<file path="src/rtl/pipe_adder_pkg.sv">
// -----------------------------------------------------------------------------
// pipe_adder_pkg
// Shared constants and types for the skewed pipelined adder.
//   DEFAULT_WIDTH / DEFAULT_STAGES : default operand width and pipeline depth
//   PAYLOAD_W                      : width of the sum field carried per stage
//   stage_t                        : per-stage payload (valid, carry, sum chunks)
// The stage_t sum field is PAYLOAD_W bits wide, so a pipe_adder instance must
// use WIDTH <= PAYLOAD_W. Only the low WIDTH bits are meaningful.
// -----------------------------------------------------------------------------
package pipe_adder_pkg;

  localparam int DEFAULT_WIDTH  = 32;
  localparam int DEFAULT_STAGES = 4;
  localparam int PAYLOAD_W      = DEFAULT_WIDTH;

  // One pipeline stage: the sum chunks completed so far, the carry out of the
  // most recent chunk, and whether the stage holds a live transaction.
  typedef struct packed {
    logic                 valid;
    logic                 carry;
    logic [PAYLOAD_W-1:0] sum;
  } stage_t;

endpackage : pipe_adder_pkg

</file>
<file path="src/rtl/pipe_adder_if.sv">
// -----------------------------------------------------------------------------
// pipe_adder_if
// Valid/ready operand and result channels of pipe_adder.
//   Operand side : in_valid, in_ready, a, b, cin
//   Result side  : out_valid, out_ready, sum, cout, ovf
// Modports:
//   master : drives operands and out_ready (the environment)
//   slave  : the adder itself
// -----------------------------------------------------------------------------
interface pipe_adder_if
  import pipe_adder_pkg::*;
#(
  parameter int WIDTH = DEFAULT_WIDTH
) ();

  logic             in_valid;
  logic             in_ready;
  logic [WIDTH-1:0] a;
  logic [WIDTH-1:0] b;
  logic             cin;
  logic             out_valid;
  logic             out_ready;
  logic [WIDTH-1:0] sum;
  logic             cout;
  logic             ovf;

  modport master (
    output in_valid, a, b, cin, out_ready,
    input  in_ready, out_valid, sum, cout, ovf
  );

  modport slave (
    input  in_valid, a, b, cin, out_ready,
    output in_ready, out_valid, sum, cout, ovf
  );

endinterface : pipe_adder_if

</file>
<file path="src/rtl/pipe_adder_chunk.sv">
// -----------------------------------------------------------------------------
// adder_chunk
// CW-bit combinational ripple-carry adder built from full-adder cells.
//   a, b   : chunk operands
//   ci     : carry into bit 0
//   s      : chunk sum
//   co     : carry out of bit CW-1
//   msb_ci : carry into bit CW-1 (used for signed overflow on the top chunk)
// -----------------------------------------------------------------------------
module adder_chunk
  import pipe_adder_pkg::*;
#(
  parameter int CW = DEFAULT_WIDTH / DEFAULT_STAGES
) (
  input  logic [CW-1:0] a,
  input  logic [CW-1:0] b,
  input  logic          ci,
  output logic [CW-1:0] s,
  output logic          co,
  output logic          msb_ci
);

  logic [CW:0] c;

  assign c[0] = ci;

  for (genvar i = 0; i < CW; i++) begin : g_fa
    assign s[i]   = a[i] ^ b[i] ^ c[i];
    assign c[i+1] = (a[i] & b[i]) | (c[i] & (a[i] ^ b[i]));
  end

  assign co     = c[CW];
  assign msb_ci = c[CW-1];

endmodule : adder_chunk

</file>
<file path="src/rtl/pipe_adder.sv">
// -----------------------------------------------------------------------------
// pipe_adder
// Skewed pipelined adder: sum = a + b + cin (mod 2^WIDTH), one CW-bit chunk
// added per stage, CW = WIDTH / STAGES (WIDTH must be a multiple of STAGES and
// no wider than pipe_adder_pkg::PAYLOAD_W).
// Ports:
//   clk   : rising-edge clock
//   reset : asynchronous, active-high; clears every stage
//   bus   : pipe_adder_if.slave (operand and result valid/ready channels)
// Optional feature: define PIPE_ADDER_OVF_EN to register a signed-overflow flag
// alongside the sum; otherwise ovf is tied low and no overflow register exists.
// Stage k adds operand chunk k with the carry from stage k-1. Operand words
// travel forward with the transaction so later stages find their chunk, and
// completed low sum chunks travel forward in the stage payload.
// -----------------------------------------------------------------------------
module pipe_adder
  import pipe_adder_pkg::*;
#(
  parameter int WIDTH  = DEFAULT_WIDTH,
  parameter int STAGES = DEFAULT_STAGES
) (
  input  logic        clk,
  input  logic        reset,
  pipe_adder_if.slave bus
);

  localparam int CW   = WIDTH / STAGES;
  localparam int LAST = STAGES - 1;

  stage_t               st_q     [STAGES];
  stage_t               st_d     [STAGES];
  logic [WIDTH-1:0]     opa_q    [STAGES];
  logic [WIDTH-1:0]     opb_q    [STAGES];
  logic [WIDTH-1:0]     opa_d    [STAGES];
  logic [WIDTH-1:0]     opb_d    [STAGES];
  logic [WIDTH-1:0]     src_a    [STAGES];
  logic [WIDTH-1:0]     src_b    [STAGES];
  logic [PAYLOAD_W-1:0] base_sum [STAGES];
  logic [CW-1:0]        ch_s     [STAGES];
  logic [STAGES-1:0]    adv;
  logic [STAGES-1:0]    up_valid;
  logic [STAGES-1:0]    ch_ci;
  logic [STAGES-1:0]    ch_co;
  logic [STAGES-1:0]    ch_msb;

  // A stage may take new contents when it is empty or its occupant moves on;
  // the chain starts at the output, where the occupant leaves on out_ready.
  always_comb begin : p_advance
    adv       = '0;
    adv[LAST] = !st_q[LAST].valid || bus.out_ready;
    for (int k = LAST - 1; k >= 0; k--) begin
      adv[k] = !st_q[k].valid || adv[k+1];
    end
  end

  // Per-stage operand sources and chunk arithmetic.
  for (genvar k = 0; k < STAGES; k++) begin : g_stage
    if (k == 0) begin : g_head
      assign src_a[k]    = bus.a;
      assign src_b[k]    = bus.b;
      assign ch_ci[k]    = bus.cin;
      assign up_valid[k] = bus.in_valid;
      assign base_sum[k] = '0;
    end else begin : g_body
      assign src_a[k]    = opa_q[k-1];
      assign src_b[k]    = opb_q[k-1];
      assign ch_ci[k]    = st_q[k-1].carry;
      assign up_valid[k] = st_q[k-1].valid;
      assign base_sum[k] = st_q[k-1].sum;
    end

    adder_chunk #(.CW(CW)) u_chunk (
      .a      (src_a[k][k*CW +: CW]),
      .b      (src_b[k][k*CW +: CW]),
      .ci     (ch_ci[k]),
      .s      (ch_s[k]),
      .co     (ch_co[k]),
      .msb_ci (ch_msb[k])
    );
  end

  always_comb begin : p_next
    for (int k = 0; k < STAGES; k++) begin
      // NOTE: hold values are assigned first so every path drives every bit;
      // a path that left st_d unassigned would infer a latch.
      st_d[k]  = st_q[k];
      opa_d[k] = opa_q[k];
      opb_d[k] = opb_q[k];
      if (adv[k]) begin
        st_d[k].valid = up_valid[k];
        if (up_valid[k]) begin
          st_d[k].sum             = base_sum[k];
          st_d[k].sum[k*CW +: CW] = ch_s[k];
          st_d[k].carry           = ch_co[k];
          opa_d[k]                = src_a[k];
          opb_d[k]                = src_b[k];
        end
      end
    end
  end

  // The last stage needs no operand copy: nothing downstream reads it.
  always_ff @(posedge clk or posedge reset) begin : p_regs
    if (reset) begin
      // NOTE: the pipeline data is cleared along with the valid bits so sum and
      // cout read zero during reset rather than stale in-flight values.
      for (int k = 0; k < STAGES; k++) begin
        st_q[k] <= '0;
      end
      for (int k = 0; k < LAST; k++) begin
        opa_q[k] <= '0;
        opb_q[k] <= '0;
      end
    end else begin
      // NOTE: non-blocking updates make every stage sample the pre-edge value
      // of its predecessor, which is what lets all stages shift in one cycle.
      for (int k = 0; k < STAGES; k++) begin
        st_q[k] <= st_d[k];
      end
      for (int k = 0; k < LAST; k++) begin
        opa_q[k] <= opa_d[k];
        opb_q[k] <= opb_d[k];
      end
    end
  end

  // The MSB carry-in is only meaningful for the top chunk; the other chunks'
  // copies are folded into a sink.
  logic unused_msb;
  assign unused_msb = ^ch_msb;

`ifdef PIPE_ADDER_OVF_EN
  logic ovf_q;
  logic ovf_d;

  // Overflow is computed where the top chunk is added and rides with the
  // final stage, so it is aligned with sum and cout.
  always_comb begin : p_ovf_next
    ovf_d = ovf_q;
    if (adv[LAST] && up_valid[LAST]) begin
      ovf_d = ch_msb[LAST] ^ ch_co[LAST];
    end
  end

  always_ff @(posedge clk or posedge reset) begin : p_ovf_reg
    if (reset) begin
      ovf_q <= 1'b0;
    end else begin
      ovf_q <= ovf_d;
    end
  end

  assign bus.ovf = ovf_q;
`else
  assign bus.ovf = 1'b0;
`endif

  assign bus.in_ready  = adv[0];
  assign bus.out_valid = st_q[LAST].valid;
  assign bus.sum       = st_q[LAST].sum[WIDTH-1:0];
  assign bus.cout      = st_q[LAST].carry;

endmodule : pipe_adder

</file>
<file path="src/flat_wrapper.sv">
// flat-port wrapper written by rule: the top's interface ports become plain ports
module pipe_adder_flat import pipe_adder_pkg::*;
#(
  parameter int WIDTH  = DEFAULT_WIDTH,
  parameter int STAGES = DEFAULT_STAGES
)
  (clk, reset, bus_in_valid, bus_a, bus_b, bus_cin, bus_out_ready, bus_in_ready, bus_out_valid, bus_sum, bus_cout, bus_ovf);
  pipe_adder_if #(.WIDTH(WIDTH)) bus_i ();
  input  logic clk;
  input  logic reset;
  input wire logic [$bits(bus_i.in_valid)-1:0] bus_in_valid;
  input wire logic [$bits(bus_i.a)-1:0] bus_a;
  input wire logic [$bits(bus_i.b)-1:0] bus_b;
  input wire logic [$bits(bus_i.cin)-1:0] bus_cin;
  input wire logic [$bits(bus_i.out_ready)-1:0] bus_out_ready;
  output wire logic [$bits(bus_i.in_ready)-1:0] bus_in_ready;
  output wire logic [$bits(bus_i.out_valid)-1:0] bus_out_valid;
  output wire logic [$bits(bus_i.sum)-1:0] bus_sum;
  output wire logic [$bits(bus_i.cout)-1:0] bus_cout;
  output wire logic [$bits(bus_i.ovf)-1:0] bus_ovf;
  assign bus_i.in_valid = bus_in_valid;
  assign bus_i.a = bus_a;
  assign bus_i.b = bus_b;
  assign bus_i.cin = bus_cin;
  assign bus_i.out_ready = bus_out_ready;
  assign bus_in_ready = bus_i.in_ready;
  assign bus_out_valid = bus_i.out_valid;
  assign bus_sum = bus_i.sum;
  assign bus_cout = bus_i.cout;
  assign bus_ovf = bus_i.ovf;
  pipe_adder #(.WIDTH(WIDTH), .STAGES(STAGES)) u_core (.clk(clk), .reset(reset), .bus(bus_i));
endmodule
</file>
<file path="config.mk">
export PLATFORM = sky130hd
export DESIGN_NAME = pipe_adder_flat
export DESIGN_NICKNAME = d
export VERILOG_FILES = /design/src/rtl/pipe_adder_pkg.sv /design/src/rtl/pipe_adder_if.sv /design/src/rtl/pipe_adder_chunk.sv /design/src/rtl/pipe_adder.sv /design/src/flat_wrapper.sv
export SDC_FILE = /design/constraint.sdc
export NUM_CORES = 1
export LEC_CHECK = 0
export CAP_MARGIN = 40
export CORE_MARGIN = 5
export CORE_UTILIZATION = 45
export CTS_BUF_LIST = sky130_fd_sc_hd__clkbuf_4
export DETAILED_ROUTE_END_ITERATION = 6
export GPL_ROUTABILITY_DRIVEN = 0
export PLACE_DENSITY = 0.66
export SETUP_SLACK_MARGIN = 0.5
export SKIP_CTS_REPAIR_TIMING = 1
export SYNTH_ARGS = -nofsm -noshare
export SYNTH_HDL_FRONTEND = slang
export SYNTH_SLANG_ARGS = --single-unit
</file>
<file path="constraint.sdc">
create_clock -name clk -period 6.9 [get_ports clk]
set_clock_uncertainty 0.1 [all_clocks]
set_input_delay 1.035 -clock clk [delete_from_list [all_inputs] [get_ports clk]]
set_output_delay 1.035 -clock clk [all_outputs]
set_load 0.02 [all_outputs]
</file>
==> run summary, run 1 <==
The via count is 3995, and the sequential power share is 0.490. The routed design has 13.6 mm of wire. The number of nets at the end of the flow is 684. The number of CTS-inserted buffers was 17; the fraction of final layout cells with drive strength greater than 1 was 0.349.

The logs give 0.181 for the clock network fraction of total power and 821 for the number of non-filler instances in the completed layout. TritonCTS built the clock tree. The tools report the element type at the critical path end as a register. For the overall die area, the log shows 0.0204 mm².

The area growth from synthesis to final layout is 17.3%. The logs give 0 for the count of synthesis-stage warnings from yosys and 0.000187 V for the maximum vdd drop. The maximum single-stage delay on the critical path was 0.44 ns. The logs give 110 for the largest net degree at the start of global routing and 48 for the row count. STA classifies the critical path startpoint as an input pin. The footprint of the multi-input gates is 0.00286 mm², and the global-route total usage across every layer is 0.144. After synthesis, the mean cell area works out to 15.7 µm².

The number of hold-slack violations in the final timing report is 0. For this design the top-level I/O count stands at 105. After clock tree synthesis, the clock-pin slew on the worst setup and hold paths is 0.14 ns. The final critical-path share of the clock period was 0.641; the buffer and inverter count on the worst path was 4. The total grt overflow is 0, and the TritonCTS sink count is 184. The max-slew headroom at the worst pin is 0.510. The count of TritonRoute iterations in the first routing pass was 4; the starting density of the core was 0.460.

Synthesis produced a netlist whose cell count is 506. The most prevalent standard cell on the critical path was fa_1. The run gives 607 as the net count after synthesis. The relative contribution of combinational cells to total power came out at 0.330. The vertical extent of the die is 143 µm, and the H-tree level count is 4. The run finished with clean final reports. The internal power of the cells totals 0.00236 W. Overall power consumption after layout is estimated at 0.00340 W. For the final setup violation count, the log shows 0. The max-capacitance violation count came out at 0.

The antenna diode instance count is 0, and the switching power as a share of total power is 0.308. After routing the design area is 0.00934 mm². For this design the ratio of total power to cell area is 365 mW/mm².

The HPWL after detailed placement is 9.45 mm. The synthesized netlist contains 19 unique library cells. The die is 143 µm wide. The count of unresolved DRC violations after routing came out at 0. For this design the static power due to leakage is 4.06 nW.

After detailed placement, the total cell area comes to 0.00903 mm². The total net switching power came out at 0.00105 W. The mapped netlist covers 0.00796 mm².

The tools report the total placed cells including tap cells as 789. The worst setup path is of the input pin to register kind. Synthesis inferred 184 register bits.

The tools report the clock tree root buffer cell as clkbuf_4. Once detail routing completed, the nets flagged for antenna violations numbered 0. Setup repair after global routing left no endpoint under its margin. In the final layout, flip-flops and latches occupy 0.00460 mm². Static timing analysis puts the maximum clock frequency at 226 MHz.

The run gives 0 as the final-report max-slew violation count. The class of the tightest hold or removal check was register to register. Grouping stages by cell kind, the critical path spends the most delay in adder cells. In the routed layout, each cell is associated on average with a via count of 4.87. Adding up every negative setup slack in the final design gives 0 ns. The detailed router finished its first iteration with 111 violations. The number of global-route vias before repair was 4522; the minimum period implied by the final worst setup slack was 4.42 ns.

Counting along the longest clock path gives a buffer depth of 2. For the share of the yosys chip area belonging to registers, the log shows 0.579. The number of inserted filler cells in the final layout is 1403, and the maximum fanout along the worst path is 1. At the pin with the least slew margin, the transition time is 0.735 ns. Among all stages on the critical path, the largest delay is contributed by clkdlybuf4s50_1. Across all hold checks on the routed design, the worst slack comes to 0.403 ns.

Walking the worst path, the cells encountered are clkdlybuf4s50_1 > fa_1 > inv_1 > fa_1 > inv_1 > fa_1 > fa_1 > fa_1 > fa_1 > fa_1 > inv_1 > fa_1 > mux2i_1. STA puts the critical path data arrival time at 4.80 ns. The required time of the critical path came out at 7.28 ns. After floorplanning, the core was sized to cover 0.0173 mm².

For the first-pass GRT wire length, the log shows 23.0 mm. The number of antenna violations at the first check in global routing is 0, and the insertion delay of the later-clocked pin in the worst-skew pair is 0.55 ns. Port buffering added 103 buffers.

Detailed-route wire length per cell: 16.6 µm.
==> worst register-to-register path: cells and delay by family (launching register included) <==
family / cells / cell delay [ns]
compound gates: 1 / 0.15
fa+ha+maj: 8 / 3.29
buf+inv: 3 / 0.25
flops: 1 / 0.43
==> registers in the layout, summed over array words and instances (netlist names) <==
signal / flops
u_core.st_q: 3
u_core.bus.sum: 32
u_core.base_sum: 48
u_core.bus.out_valid: 1
u_core.opa_q: 48
u_core.bus.cout: 1
u_core.opb_q: 48
u_core.ch_ci: 3
==> synth_stat cells <==
library cell	instances	area, µm²
fa_1	32	641
buf_4	36	270
mux2i_1	5	50.1
dfrtp_1	184	4600
and4b_4	1	13.8
buf_6	4	45.0
mux2_4	27	405
conb_1	1	3.75
mux2_2	139	1570
a31oi_1	4	25.0
nand2_1	5	18.8
a21boi_2	1	11.3
nand2b_1	4	25.0
buf_2	12	60.1
nand3b_1	1	7.51
a21oi_1	4	20.0
inv_1	35	131
nand4b_1	1	8.76
o21ai_0	10	50.1
==> layout make-up <==
| type | instances | share of cell area |
|---|---|---|
| repair buffers | 110 | 0.123 |
| multi-input cells | 235 | 0.306 |
| well taps | 225 | 0.0302 |
| inverters | 35 | 0.0149 |
| clock buffers | 17 | 0.0137 |
| flip-flops and latches | 184 | 0.493 |
| clock inverters | 15 | 0.0188 |
==> placed cells by master, fill, tap and decap left out, types with 3 or more instances in the layout <==
| cell type | n |
|---|---|
| dfrtp_1 | 184 |
| mux2_2 | 139 |
| clkdlybuf4s50_1 | 103 |
| inv_1 | 34 |
| fa_1 | 32 |
| mux2_4 | 27 |
| clkbuf_4 | 17 |
| o21ai_0 | 10 |
| mux2i_1 | 5 |
| a21oi_1 | 4 |
| a31oi_1 | 4 |
| nand2b_1 | 4 |
| nand2_2 | 3 |
| inv_8 | 3 |
| clkinv_1 | 3 |
| bufinv_16 | 3 |
| buf_4 | 3 |
==> metrics by stage <==
step | setup WS, ns | util
after global placement | 2.01 | 0.517
after floorplan | 0.765 | -
after CTS | 2.52 | 0.540
after global routing | 2.35 | 0.540
after detailed placement | 1.89 | 0.522
final | 2.48 | 0.540
==> power groups by stage <==
stage / Clock [W] / Sequential [W] / Combinational (W)
after global placement: 0 / 0.00168 / 0.00110
after global routing: 0.000685 / 0.00172 / 0.00125
after detailed placement: 0 / 0.00170 / 0.00115
after floorplan: 0 / 0.00162 / 0.000900
final: 0.000615 / 0.00167 / 0.00112
after CTS: 0.000647 / 0.00167 / 0.00115
==> final timing paths <==
| check | from | endpoint | slack (ns) | depth (start not counted) |
|---|---|---|---|---|
| max | bus_cin | u_core.base_sum[71]$_DFFE_PP0P_ | 2.48 | 13 |
| min | u_core.opb_q[117]$_DFFE_PP0P_ | u_core.opb_q[85]$_DFFE_PP0P_ | 0.40 | 1 |
| max reg2reg | u_core.opa_q[104]$_DFFE_PP0P_ | u_core.base_sum[47]$_DFFE_PP0P_ | 2.60 | 12 |
| min reg2reg | u_core.opb_q[117]$_DFFE_PP0P_ | u_core.opb_q[85]$_DFFE_PP0P_ | 0.40 | 1 |
| max in group asynchronous | reset | u_core.opb_q[117]$_DFFE_PP0P_ | 4.73 | 4 |
| min in group asynchronous | reset | u_core.base_sum[32]$_DFFE_PP0P_ | 0.90 | 2 |
==> metal layers <==
layer | up-vias | routed length, µm | track usage
met1 | 2074 | 5990 | 0.187
met3 | 14 | 664 | 0.0445
met4 | 0 | 150 | 0.0415
met2 | 82 | 6810 | 0.236
li1 | 1825 | - | -
met5 | - | 0 | 0
==> kinds of logic (layout without fill, tap and decap cells) <==
logic type      after synthesis  after routing  synth area share
compound gates               19             19            0.0134
other cells                   1              1          0.000471
mux                         171            171             0.254
simple gates                 12             12           0.00928
fa+ha+maj                    32             32            0.0805
flops                       184            184             0.579
buf+inv                      87            177            0.0637
No activity file was read; power rests on OpenSTA's default activity.
==> run 2, diff against run 1 <==
==> constraint.sdc (replaced) <==
create_clock -name clk -period 4.5 [get_ports clk]
set_clock_uncertainty 0.1 [all_clocks]
set_input_delay 0.675 -clock clk [delete_from_list [all_inputs] [get_ports clk]]
set_output_delay 0.675 -clock clk [all_outputs]
set_load 0.02 [all_outputs]
==> run summary, run 2 (same netlist as run 1, synthesis figures left out) <==
The flow ran to the end, and the final reports show no timing, DRC or antenna violations. The maximum fanout along the worst path is 2 (was 1), and the starting density of the core is 0.460 (unchanged). The tools report the static leakage as 4.04 nW (was 4.06 nW). For the estimated wirelength of the detail-placed design, the log shows 9.70 mm (was 9.45 mm). The maximum number of buffers from clock root to sink came out at 2 (unchanged).

The total grt overflow was 0 (unchanged). Most common library cell in the layout ignoring fill and taps: dfrtp_1 (unchanged). The routed length on met3 was 749 µm (was 664 µm); the buffer and inverter count on the worst path was 3 (was 4).

The number of antenna violations at the first check in global routing is 0 (unchanged), and the via density per instance is 4.92 (was 4.87). The maximum vdd drop was 0.000234 V (was 0.000187 V); the largest net degree at the start of global routing was 64 (was 110). Post-route core utilization: 0.540 (about the same).

The run gives 0.650 (was 0.510) as the max-slew headroom at the worst pin. The tools report the max-capacitance violation count as 0 (unchanged). Top layer reached by signal wires: met4 (unchanged). The first-pass GRT wire length is 23.5 mm (was 23.0 mm).

The standard cell with the maximum stage delay on the critical path was dfrtp_1 (was clkdlybuf4s50_1). The final worst-path setup slack was 0.650 ns (was 2.48 ns); the global-route total usage across every layer was 0.149 (was 0.144). CP cell instances: fa_1 > inv_1 > fa_1 > inv_1 > fa_2 > fa_1 > fa_2 > fa_2 > fa_1 > inv_1 > fa_1 > a31oi_1 (was clkdlybuf4s50_1 > fa_1 > inv_1 > fa_1 > inv_1 > fa_1 > fa_1 > fa_1 > fa_1 > fa_1 > inv_1 > fa_1 > mux2i_1). Row count: 48 (unchanged). The number of CTS-inserted buffers was 17 (unchanged). The final critical-path share of the clock period works out to 0.855.

The via count was 4037 (was 3995). The critical path class is register to register (was input pin to register). The sum of negative setup slack is 0 ns (unchanged). The slew at the pin closest to its max-slew limit was 0.523 ns (was 0.735 ns). For the remaining antenna violation count, the log shows 0 (unchanged).

The clock slew at the register clock pins of the worst setup and hold paths works out to 0.14 ns (about the same). The floorplan die width was 143 µm (unchanged). The logs give 4.88 ns (was 7.28 ns) for the required time of the critical path and 4554 (was 4522) for the number of global-route vias before repair.

The area growth from synthesis to final layout was 17.4% (was 17.3%). The tools report the start point of the critical path as u_core.opa_q[80]$_DFFE_PP0P_ (was bus_cin). The H-tree level count is 4 (unchanged). The setup slack at placement was -0.0696 ns (was 1.89 ns); the detailed-route wire length per cell was 16.8 µm (was 16.6 µm).

The data arrival time of the critical path is 4.23 ns (was 4.80 ns). The kind of cell with the highest combined delay on the critical path is adder cells (unchanged). Class of the tightest hold or removal check: input pin to asynchronous set/reset pin (was register to register). The count of TritonRoute iterations in the first routing pass is 4 (unchanged), and the fraction of final layout cells with drive strength greater than 1 is 0.374 (was 0.349). For this run, the top clock speed supported by timing is 260 MHz. The vertical extent of the die is 143 µm (unchanged). The most prevalent standard cell on the critical path is fa_1 (unchanged). Length of routed met2 wiring: 6.57 mm (was 6.81 mm). The number of buffers inserted by port buffering came out at 103 (unchanged). The total power per unit cell area was 552 mW/mm² (was 365 mW/mm²). TritonCTS built the clock tree. The logs give 0 (unchanged) for the final setup violation count and 152 (was 111) for the number of violations reported at the end of detailed-routing iteration 0.

The element type at the critical path end was a register (unchanged). The worst path needs 3.85 ns of the cycle, external delays included. The tools report the reg-to-reg startpoint as u_core.opa_q[80]$_DFFE_PP0P_ (was u_core.opa_q[104]$_DFFE_PP0P_). The insertion delay of the later-clocked pin in the worst-skew pair is 0.55 ns (about the same).

Setup repair after global routing left no endpoint under its margin. The TritonCTS sink count came out at 184 (unchanged). The count of unresolved DRC violations after routing is 0 (unchanged), and the antenna diode instance count is 0 (unchanged). For the total core area, the log shows 0.0173 mm² (unchanged).

The tools report the startpoint type of the worst setup path as a register (was an input pin). The logs give 105 (unchanged) for the boundary pin count and 0.0204 mm² (unchanged) for the overall die area. Number of hold-slack violations in the final timing report: 0 (unchanged). The final-report max-slew violation count was 0 (unchanged); the maximum single-stage delay on the critical path was 0.42 ns (was 0.44 ns).

The number of nets at the end of the flow was 686 (was 684). The clock tree root buffer cell is clkbuf_4 (unchanged). The wire length after detailed routing is 13.8 mm (was 13.6 mm). The length of routed wiring on met1 is 6.23 mm (was 5.99 mm). Highest-count cells in the layout ignoring fill and taps: dfrtp_1, mux2_2, clkdlybuf4s50_1, inv_1, mux2_4 (was dfrtp_1, mux2_2, clkdlybuf4s50_1, inv_1, fa_1).
## run 2: cell count changes in the layout (fill, tap and decap cells not counted), sizes merged
cell and delta:
buf +2, clkinv +3, inv -3, clkinvlp -1
bufinv -1
## run 2: through the flow
stage	total power (W)	cells	hold WS (ns)	cell area (µm²)
2_1_floorplan	0.00387	506	0.367	7970
3_3_place_gp	0.00427	788	0.381	8990
3_5_place_dp	0.00438	791	0.388	9050
4_1_cts	0.00525	821	0.264	9310
5_1_grt	0.00557	821	0.267	9340
6_report	0.00516	821	0.318	9340
## run 2: layer usage
layer	vias up	GRT usage
met5	-	0
met1	2110	0.197
li1	1818	-
met2	89	0.237
met4	0	0.0420
met3	20	0.0492
## run 2: worst paths after layout
check / to / slack [ns] / depth (start not counted)
max in group asynchronous: u_core.opb_q[82]$_DFFE_PP0P_ / 3.15 / 4
max reg2reg: u_core.base_sum[23]$_DFFE_PP0P_ / 0.65 / 12
min: u_core.base_sum[68]$_DFFE_PP0P_ / 0.32 / 2
min in group clk: u_core.base_sum[0]$_DFFE_PP0P_ / 0.41 / 1
min reg2reg: u_core.base_sum[0]$_DFFE_PP0P_ / 0.41 / 1
max: u_core.base_sum[23]$_DFFE_PP0P_ / 0.65 / 12
## run 2: area by class of cell
cell class / count / area, µm²
tap: 225 / 282
inverter: 35 / 135
timing repair buffer: 112 / 1170
sequential: 184 / 4600
clock inverter: 13 / 131
multi-input combinational: 235 / 2890
fill: 1405 / 7960
clock buffer: 17 / 128
## run 2: report_power, final
group	leakage [nW]	internal, W	switching, W
clock	0.147	0.000322	0.000536
sequential	2.15	0.00223	0.000337
combinational	1.75	0.00101	0.000727
